$ cat src/rtl/sms_ahb_sram_ctrl_if.sv
// AHB-lite slave-port signal bundle between the hmain0 fabric and one sms bank controller.
interface sms_ahb_sram_ctrl_if;
   logic [31:0] ahb_sms_haddr;
   logic [3:0]  ahb_sms_hprot;
   logic        ahb_sms_hsel;
   logic [2:0]  ahb_sms_hsize;
   logic [1:0]  ahb_sms_htrans;
   logic [31:0] ahb_sms_hwdata;
   logic        ahb_sms_hwrite;
   logic [31:0] sms_ahb_hrdata;
   logic        sms_ahb_hready;
   logic [1:0]  sms_ahb_hresp;

   modport slave (
      input  ahb_sms_haddr, ahb_sms_hprot, ahb_sms_hsel, ahb_sms_hsize,
             ahb_sms_htrans, ahb_sms_hwdata, ahb_sms_hwrite,
      output sms_ahb_hrdata, sms_ahb_hready, sms_ahb_hresp
   );

   modport master (
      output ahb_sms_haddr, ahb_sms_hprot, ahb_sms_hsel, ahb_sms_hsize,
             ahb_sms_htrans, ahb_sms_hwdata, ahb_sms_hwrite,
      input  sms_ahb_hrdata, sms_ahb_hready, sms_ahb_hresp
   );
endinterface

$ cat src/rtl/sms_ahb_sram_ctrl.sv
// Per-bank AHB-lite to single-port SRAM controller: zero-wait reads, posted writes through a
// one-entry buffer with read-after-write byte forwarding.
module sms_ahb_sram_ctrl #(
   parameter int ADDR_W = 14
) (
   input  logic              pmu_sms_hclk,
   input  logic              pmu_sms_hrst_b,
   sms_ahb_sram_ctrl_if.slave ahb,
   output logic              sms_idle,
   output logic              sms_ram_cen,
   output logic [3:0]        sms_ram_wen,
   output logic [ADDR_W-1:0] sms_ram_addr,
   output logic [31:0]       sms_ram_din,
   input  logic [31:0]       ram_sms_dout
);

   logic              hready;
   logic              acc;
   logic              rd_acc;
   logic [ADDR_W-1:0] acc_addr;
   logic [3:0]        acc_be;

   logic              wdp_q;
   logic              rdp_q;
   logic [ADDR_W-1:0] dp_addr_q;
   logic [3:0]        dp_be_q;

   logic              buf_vld_q;
   logic [ADDR_W-1:0] buf_addr_q;
   logic [3:0]        buf_be_q;
   logic [31:0]       buf_data_q;
   logic              buf_hit_q;
   logic              buf_hit_d;

   logic [ADDR_W-1:0] ram_addr_q;
   logic [31:0]       ram_din_q;

   logic              do_drain;
   logic              do_direct;
   logic              capture;
   logic [31:0]       rd_merged;

   logic              unused_ok;
   assign unused_ok = &{1'b0, ahb.ahb_sms_hprot, ahb.ahb_sms_haddr[31:ADDR_W+2]};

   assign hready   = !(buf_vld_q && wdp_q);
   assign acc      = ahb.ahb_sms_hsel && ahb.ahb_sms_htrans[1] && hready;
   assign rd_acc   = acc && !ahb.ahb_sms_hwrite;
   assign acc_addr = ahb.ahb_sms_haddr[ADDR_W+1:2];

   always_comb begin
      case (ahb.ahb_sms_hsize)
         3'd0:    acc_be = 4'b0001 << ahb.ahb_sms_haddr[1:0];
         3'd1:    acc_be = ahb.ahb_sms_haddr[1] ? 4'hC : 4'h3;
         default: acc_be = 4'hF;
      endcase
   end

   // Buffer is not drained while a read is in its data phase, so forwarding sees a stable entry.
   assign do_drain  = !rd_acc && buf_vld_q && !rdp_q;
   assign do_direct = !rd_acc && !do_drain && wdp_q && hready;
   assign capture   = wdp_q && hready && (rd_acc || do_drain);

   assign buf_hit_d = capture ? (dp_addr_q == acc_addr)
                              : (buf_vld_q && (buf_addr_q == acc_addr));

   // SRAM port; nothing is issued during a reset cycle so an abandoned write never lands.
   always_comb begin
      sms_ram_cen  = 1'b1;
      sms_ram_wen  = 4'hF;
      sms_ram_addr = ram_addr_q;
      sms_ram_din  = ram_din_q;
      if (pmu_sms_hrst_b) begin
         if (rd_acc) begin
            sms_ram_cen  = 1'b0;
            sms_ram_addr = acc_addr;
         end else if (do_drain) begin
            sms_ram_cen  = 1'b0;
            sms_ram_wen  = ~buf_be_q;
            sms_ram_addr = buf_addr_q;
            sms_ram_din  = buf_data_q;
         end else if (do_direct) begin
            sms_ram_cen  = 1'b0;
            sms_ram_wen  = ~dp_be_q;
            sms_ram_addr = dp_addr_q;
            sms_ram_din  = ahb.ahb_sms_hwdata;
         end
      end
   end

   always_ff @(posedge pmu_sms_hclk) begin
      if (!pmu_sms_hrst_b) begin
         wdp_q      <= 1'b0;
         rdp_q      <= 1'b0;
         dp_addr_q  <= '0;
         dp_be_q    <= 4'h0;
         buf_vld_q  <= 1'b0;
         buf_addr_q <= '0;
         buf_be_q   <= 4'h0;
         buf_data_q <= 32'h0;
         buf_hit_q  <= 1'b0;
         ram_addr_q <= '0;
         ram_din_q  <= 32'h0;
      end else begin
         ram_addr_q <= sms_ram_addr;
         ram_din_q  <= sms_ram_din;
         if (hready) begin
            wdp_q <= acc && ahb.ahb_sms_hwrite;
            rdp_q <= rd_acc;
            if (acc) begin
               dp_addr_q <= acc_addr;
               dp_be_q   <= acc_be;
            end
         end
         if (capture) begin
            buf_vld_q  <= 1'b1;
            buf_addr_q <= dp_addr_q;
            buf_be_q   <= dp_be_q;
            buf_data_q <= ahb.ahb_sms_hwdata;
         end else if (do_drain) begin
            buf_vld_q <= 1'b0;
         end
         buf_hit_q <= rd_acc && buf_hit_d;
      end
   end

   for (genvar gi = 0; gi < 4; gi++) begin : g_merge
      assign rd_merged[8*gi +: 8] = (buf_hit_q && buf_be_q[gi]) ? buf_data_q[8*gi +: 8]
                                                               : ram_sms_dout[8*gi +: 8];
   end

   assign ahb.sms_ahb_hrdata = rdp_q ? rd_merged : 32'h0;
   assign ahb.sms_ahb_hready = hready;
   assign ahb.sms_ahb_hresp  = 2'b00;
   assign sms_idle = !buf_vld_q && !wdp_q && !rdp_q
                     && !(ahb.ahb_sms_hsel && ahb.ahb_sms_htrans[1]);

endmodule
$ cat src/flat_wrapper.sv
// flat-port wrapper written by rule: the top's interface ports become plain ports
module sms_ahb_sram_ctrl_flat 
#(
   parameter int ADDR_W = 14
)
  (pmu_sms_hclk, pmu_sms_hrst_b, sms_idle, sms_ram_cen, sms_ram_wen, sms_ram_addr, sms_ram_din, ram_sms_dout, ahb_ahb_sms_haddr, ahb_ahb_sms_hprot, ahb_ahb_sms_hsel, ahb_ahb_sms_hsize, ahb_ahb_sms_htrans, ahb_ahb_sms_hwdata, ahb_ahb_sms_hwrite, ahb_sms_ahb_hrdata, ahb_sms_ahb_hready, ahb_sms_ahb_hresp);
  sms_ahb_sram_ctrl_if ahb_i ();
  input  logic pmu_sms_hclk;
  input  logic pmu_sms_hrst_b;
  output logic sms_idle;
  output logic sms_ram_cen;
  output logic [3:0] sms_ram_wen;
  output logic [ADDR_W-1:0] sms_ram_addr;
  output logic [31:0] sms_ram_din;
  input  logic [31:0] ram_sms_dout;
  input wire logic [$bits(ahb_i.ahb_sms_haddr)-1:0] ahb_ahb_sms_haddr;
  input wire logic [$bits(ahb_i.ahb_sms_hprot)-1:0] ahb_ahb_sms_hprot;
  input wire logic [$bits(ahb_i.ahb_sms_hsel)-1:0] ahb_ahb_sms_hsel;
  input wire logic [$bits(ahb_i.ahb_sms_hsize)-1:0] ahb_ahb_sms_hsize;
  input wire logic [$bits(ahb_i.ahb_sms_htrans)-1:0] ahb_ahb_sms_htrans;
  input wire logic [$bits(ahb_i.ahb_sms_hwdata)-1:0] ahb_ahb_sms_hwdata;
  input wire logic [$bits(ahb_i.ahb_sms_hwrite)-1:0] ahb_ahb_sms_hwrite;
  output wire logic [$bits(ahb_i.sms_ahb_hrdata)-1:0] ahb_sms_ahb_hrdata;
  output wire logic [$bits(ahb_i.sms_ahb_hready)-1:0] ahb_sms_ahb_hready;
  output wire logic [$bits(ahb_i.sms_ahb_hresp)-1:0] ahb_sms_ahb_hresp;
  assign ahb_i.ahb_sms_haddr = ahb_ahb_sms_haddr;
  assign ahb_i.ahb_sms_hprot = ahb_ahb_sms_hprot;
  assign ahb_i.ahb_sms_hsel = ahb_ahb_sms_hsel;
  assign ahb_i.ahb_sms_hsize = ahb_ahb_sms_hsize;
  assign ahb_i.ahb_sms_htrans = ahb_ahb_sms_htrans;
  assign ahb_i.ahb_sms_hwdata = ahb_ahb_sms_hwdata;
  assign ahb_i.ahb_sms_hwrite = ahb_ahb_sms_hwrite;
  assign ahb_sms_ahb_hrdata = ahb_i.sms_ahb_hrdata;
  assign ahb_sms_ahb_hready = ahb_i.sms_ahb_hready;
  assign ahb_sms_ahb_hresp = ahb_i.sms_ahb_hresp;
  sms_ahb_sram_ctrl #(.ADDR_W(ADDR_W)) u_core (.pmu_sms_hclk(pmu_sms_hclk), .pmu_sms_hrst_b(pmu_sms_hrst_b), .ahb(ahb_i), .sms_idle(sms_idle), .sms_ram_cen(sms_ram_cen), .sms_ram_wen(sms_ram_wen), .sms_ram_addr(sms_ram_addr), .sms_ram_din(sms_ram_din), .ram_sms_dout(ram_sms_dout));
endmodule
$ cat config.mk
export PLATFORM = sky130hd
export DESIGN_NAME = sms_ahb_sram_ctrl_flat
export DESIGN_NICKNAME = d
export VERILOG_FILES = /design/src/rtl/sms_ahb_sram_ctrl_if.sv /design/src/rtl/sms_ahb_sram_ctrl.sv /design/src/flat_wrapper.sv
export SDC_FILE = /design/constraint.sdc
export NUM_CORES = 1
export LEC_CHECK = 0
export CORE_MARGIN = 2
export CORE_UTILIZATION = 35
export CTS_CLUSTER_DIAMETER = 40
export DETAILED_ROUTE_END_ITERATION = 6
export GPL_ROUTABILITY_DRIVEN = 1
export PLACE_DENSITY = 0.63
export RECOVER_POWER = 25
export SLEW_MARGIN = 20
export SYNTH_ARGS = -nofsm -noshare
export SYNTH_HDL_FRONTEND = slang
export SYNTH_SLANG_ARGS = --single-unit
$ cat constraint.sdc
create_clock -name pmu_sms_hclk -period 4.3 [get_ports pmu_sms_hclk]
set_input_delay 0.86 -clock pmu_sms_hclk [delete_from_list [all_inputs] [get_ports pmu_sms_hclk]]
set_output_delay 0.86 -clock pmu_sms_hclk [all_outputs]
set_load 0.05 [all_outputs]
# Yosys cells after proc, flatten, opt, wreduce, memory -nomap -nowiden
# Cells that the tools add are included.
# totals
reg_bits	118
inputBits	109
wordCells	77
# classes
eq_ne	3
shift	1
mux	26
bitwise	3
reduce_logical	33
# op_table
operator	count
$mux W32	5
$mux W14	4
$mux W8	4
$eq A14 B14 Y1	2
$logic_and A1 B1 Y1	21
$mux W4	5
$logic_not A1 Y1	8
$not A4 Y4	2
$pmux W4 S2	1
$mux W1	7
$shl A1 B2 Y4 const A	1
$eq A3 B1 Y1 const B	1
$logic_not A3 Y1	1
$reduce_and A2 Y1	1
$reduce_bool A2 Y1	1
$logic_or A1 B1 Y1	1
$not A1 Y1	1

# Logic depth before layout (Yosys ltp)
# depth
word_depth	15
mapped_depth	8
mapped_depth_nobuf	5

# Least setup slack after synthesis
# OpenSTA, ideal clock, no wires.
# synth_path
kind	in2out
from	input port ahb_ahb_sms_hwrite
to	output port sms_ram_din[10]
arrival_time_ps	2739
t_required_ps	3440
slack_ps	701
stages	7
path_buffers	3
path_cell_list	buf_2 inv_1 a21o_1 buf_2 buf_1 o22ai_1 a2bb2oi_1
# synth_between
elab_chain_len	13
# synth_rtl
element	line_no	rtl
start, declared	flat_wrapper.sv:22	input wire logic [$bits(ahb_i.ahb_sms_hwrite)-1:0] ahb_ahb_sms_hwrite;
$logic_not A1 Y1 *	sms_ahb_sram_ctrl.sv:48	assign rd_acc = acc && !ahb.ahb_sms_hwrite;
$logic_and A1 B1 Y1 *	sms_ahb_sram_ctrl.sv:48	
$logic_not A1 Y1	sms_ahb_sram_ctrl.sv:60, sms_ahb_sram_ctrl.sv:61	
$logic_and A1 B1 Y1 (2 in series)	sms_ahb_sram_ctrl.sv:60	assign do_drain = !rd_acc && buf_vld_q && !rdp_q;
$logic_not A1 Y1	sms_ahb_sram_ctrl.sv:61	assign do_direct = !rd_acc && !do_drain && wdp_q && hready;
$logic_and A1 B1 Y1 (3 in series)	sms_ahb_sram_ctrl.sv:61	
$mux W32	sms_ahb_sram_ctrl.sv:82	end else if (do_direct) begin
$mux W32	sms_ahb_sram_ctrl.sv:77	end else if (do_drain) begin
$mux W32 *	sms_ahb_sram_ctrl.sv:74	if (rd_acc) begin
$mux W32 *	sms_ahb_sram_ctrl.sv:73	if (pmu_sms_hrst_b) begin
end, declared	flat_wrapper.sv:14	output logic [31:0] sms_ram_din;
# Every way passes the cells marked *; elsewhere a longest branch is shown, timed or not.

# Worst setup path in the final report
# layout_path
from	input port ahb_ahb_sms_hsel
to	output port sms_ram_wen[3]
# layout_between
elab_chain_len	14
# layout_rtl
element	line_no	rtl
start, declared	flat_wrapper.sv:18	input wire logic [$bits(ahb_i.ahb_sms_hsel)-1:0] ahb_ahb_sms_hsel;
$logic_and A1 B1 Y1 * (2 in series)	sms_ahb_sram_ctrl.sv:47	assign acc = ahb.ahb_sms_hsel && ahb.ahb_sms_htrans[1] && hready;
$logic_and A1 B1 Y1 *	sms_ahb_sram_ctrl.sv:48	
$logic_not A1 Y1	sms_ahb_sram_ctrl.sv:60, sms_ahb_sram_ctrl.sv:61	
$logic_and A1 B1 Y1 (2 in series)	sms_ahb_sram_ctrl.sv:60	
$logic_not A1 Y1	sms_ahb_sram_ctrl.sv:61	
$logic_and A1 B1 Y1 (3 in series)	sms_ahb_sram_ctrl.sv:61	
$mux W4	sms_ahb_sram_ctrl.sv:82	
$mux W4	sms_ahb_sram_ctrl.sv:77	
$mux W4 *	sms_ahb_sram_ctrl.sv:74	
$mux W4 *	sms_ahb_sram_ctrl.sv:73	
end, declared	flat_wrapper.sv:12	output logic [3:0] sms_ram_wen;
# Marks and branches as above.

==> metrics <==
unrepaired setup endpoints after global routing=no; Power Total=approximately 0.0031 W; Hold Path Class=reg2reg; Clock Skews=slightly below 9 ps; Worst Path Max Fanout=36; clock slew at reported path FFs=around 50 ps; Filler cells=roughly 1,800; via density per instance=around 5.5; max-slew violations=34; clk sink count=118; number of synthesized register bits=118; Via Count=around 6,800; area leader, netlist=dfxtp_1; GRT busiest layer=met2; total gr overflow=0; Die X=approximately 140 um; Setup CP Type=in2out; fin nets=around 1,100; Peak VDD IR=about 0.28 mV; GR Util met3=5.60%; failing checks=capacitance limit, slew limit; Area Overhead vs Synth=44.6%; Die Footprint=~20,000 um^2; Leak=approximately 3.4 nW; post_cts resized=0; critical path data arrival time=3120 ps; Final Cycle Share=between 90% and 100%; Crit path max-delay family=buffers and inverters; Crit-path slowest cell=dlygate4sd3_1; # port buffers=172; Yosys Warn Count=0; PD cells=around 330 nW/um^2; Critical Path RT=about 3400 ps; relative slew slack=-19.9%; # diodes=0; post-route cell area=around 9500 um^2; clock period minus worst slack=between 3000 and 4000 ps; WP buf/inv=3; first-pass GRT wire length=34,400 um; Tot GR Track Use=between 20 and 25%; number of synthesized flops with an enable pin=0; WL per Instance=approximately 18 um; CTS tree=yes; 1st-iter DRT viols=between 500 and 600; Post-Route WL=roughly 22,000 um; initial antenna violation count=0; drt pass-1 iters=7; H-tree Lvls=4; area of placed instances=around 9000 um^2; Post-Route Setup TNS=0 ps; outcome=finished with violations; final antenna-violating net count=0; largest net degree at the start of global routing=a little over 100; Remaining DRCs=0; dpl hpwl=14,300 um; Setup Buffers After CTS=0; Distinct cells, synth=between 40 and 50; starting density of the core=a little over a third; site row count=50; CTS Root Cell=clkbuf_16; crit-path cells=dlygate4sd3_1 -> and2_1 -> a21oi_4 -> buf_4 -> a22o_1 -> nand2_1 -> buf_4; number of max-cap violations=1; cts hold-fix bufs=0; final worst slack=about 320 ps; Gate Count Post-Synth=roughly 860; Fin. Hold Viols=0; Max clock buf depth=2; Top FF cell, synth=dfxtp_1; Final Wtd Congestion=approximately 0.8; DIE HEIGHT=roughly 140 um; met2 Use GR=about 37%; Synth Cell Area=around 6600 um^2; top cell type's share of synthesized area=a little over a third; Core ar.=~19,000 um^2; Area contributors post-synth=dfxtp_1 (36%), nand2_1 (14%), a21oi_1 (6.5%), a2bb2oi_2 (4.6%), a311oi_1 (4.3%); Seq/Total Area, Yosys=a little over a third; Critical Path Max Stage Delay=around 550 ps; GR Util met1=between 20% and 30%; clk_lat worst skew=approximately 420 ps; crit-path most repeated cell=buf_4; # IOs=~200; pre-CTS setup slack=433 ps; CTS buffer count=17; synthesized area per cell=roughly 7.7 um^2; CP Launch Type=input port; Max Clock Freq=roughly 250 MHz; endpoints failing setup=0; Setup crit end kind=primary output; vias in the first global route=6,499; layout cells sized above 1=a little over an eighth; FFs w/ async S/R, synth=0%; Worst Tran Pin Value=between 1500 and 2000 ps
## cell usage after synthesis, drive strengths merged (2+ instances only)
cell type,n
a22oi,2
nand2,246
a31oi,3
buf,44
a311oi,32
o21ai,2
nor3,3
o22ai,32
dfxtp,118
nor2,47
o2bb2ai,11
xor2,28
clkbuf,38
a221oi,9
o311a,10
nor2b,2
nor4,8
a22o,4
a21oi,85
and2,2
nand4,3
a2bb2oi,32
a21boi,34
o221a,4
nand2b,3
nand3,32
mux2i,14
inv,3
## area by class of cell
cell class | instances | area, um^2 | area share [%]
multi-input cells | 652 | 3810 | 40.1
repair buffers | 197 | 2420 | 25.5
flip-flops and latches | 118 | 2360 | 24.8
clock buffers | 21 | 470 | 4.95
well taps | 234 | 293 | 3.08
clock inverters | 10 | 128 | 1.34
inverters | 4 | 16.3 | 0.171
## cell families (layout without fill, tap and decap cells)
family                    after synthesis  after routing  synth area share [%]
AOI/OAI and AO/OA                     262            262                  30.6
xor gates and xnor gates               28             28                  3.73
buffers and inverters                  86            232                  6.26
DFF                                   118            118                  35.9
muxes                                  14             14                  2.13
other                                   1              2                0.0570
and+or+nand+nor                       346            346                  21.3
## routing by layer
| metal | part of all wire [%] | vias to the layer above |
|---|---|---|
| li1 | - | 3313 |
| met2 | 48 | 224 |
| met3 | 6.2 | 21 |
| met1 | 45 | 3193 |
| met4 | 1.2 | 0 |
| met5 | 0 | - |
## worst reg2reg max path, cell delays in order (launching register included)
cell,delay (ps)
dfxtp_1,460
and2_1,300
buf_4,210
o31ai_4,580
buf_12,320
nor2_1,110
a311oi_1,290
## report_power, final
part           switching, W  leakage (nW)  internal, W
Clock              0.000512         0.298     0.000947
Sequential        0.0000217         0.955      0.00112
Combinational      0.000271          2.14     0.000231
## registers in the layout, summed over array words and instances (netlist names)
name	cells
u_core.buf_addr_q	14
u_core.buf_be_q	4
u_core.buf_data_q	32
u_core.buf_hit_q	1
u_core.buf_vld_q	1
u_core.dp_addr_q	14
u_core.dp_be_q	4
u_core.ram_addr_q	14
u_core.ram_din_q	32
u_core.rdp_q	1
u_core.wdp_q	1
## cells in the final DEF (no fill, tap or decap), types with 3 or more instances in the layout
| cell type | instances |
|---|---|
| a221oi_1 | 9 |
| dfxtp_1 | 118 |
| a22o_1 | 4 |
| clkbuf_16 | 17 |
| nor3_1 | 3 |
| a311oi_1 | 32 |
| o22ai_1 | 32 |
| mux2i_1 | 14 |
| xor2_1 | 28 |
| o2bb2ai_1 | 11 |
| nor2_1 | 47 |
| buf_12 | 51 |
| a21boi_0 | 33 |
| nand2_1 | 246 |
| a2bb2oi_2 | 20 |
| clkdlybuf4s50_1 | 119 |
| clkbuf_8 | 3 |
| nand3_1 | 32 |
| nand2b_1 | 3 |
| buf_4 | 20 |
| o311a_1 | 10 |
| a2bb2oi_1 | 12 |
| nor4_1 | 8 |
| o221a_2 | 4 |
| clkbuf_1 | 5 |
| a21oi_1 | 84 |
| nand4_1 | 3 |
| bufinv_16 | 3 |
| clkinv_2 | 6 |
## worst paths after layout
kind	startpoint	endpoint	slack, ps	depth (start not counted)
min reg2reg	u_core.ram_addr_q[11]$_SDFF_PN0_	u_core.ram_addr_q[11]$_SDFF_PN0_	460	2
max reg2reg	u_core.buf_vld_q$_SDFFE_PN0P_	u_core.ram_din_q[9]$_SDFF_PN0_	1940	6
max	ahb_ahb_sms_hsel	sms_ram_wen[3]	320	7
min	u_core.ram_addr_q[11]$_SDFF_PN0_	u_core.ram_addr_q[11]$_SDFF_PN0_	460	2
## stage by stage
step | hold WS (ps) | utilization, % | cells
floorplan | 437 | - | 856
global placement | 444 | 48.0 | 1204
global route | 484 | 51.2 | 1236
finish | 456 | 51.2 | 1236
CTS | 460 | 51.2 | 1235
detailed placement | 450 | 48.0 | 1204
(Power assumes the default switching activity.)
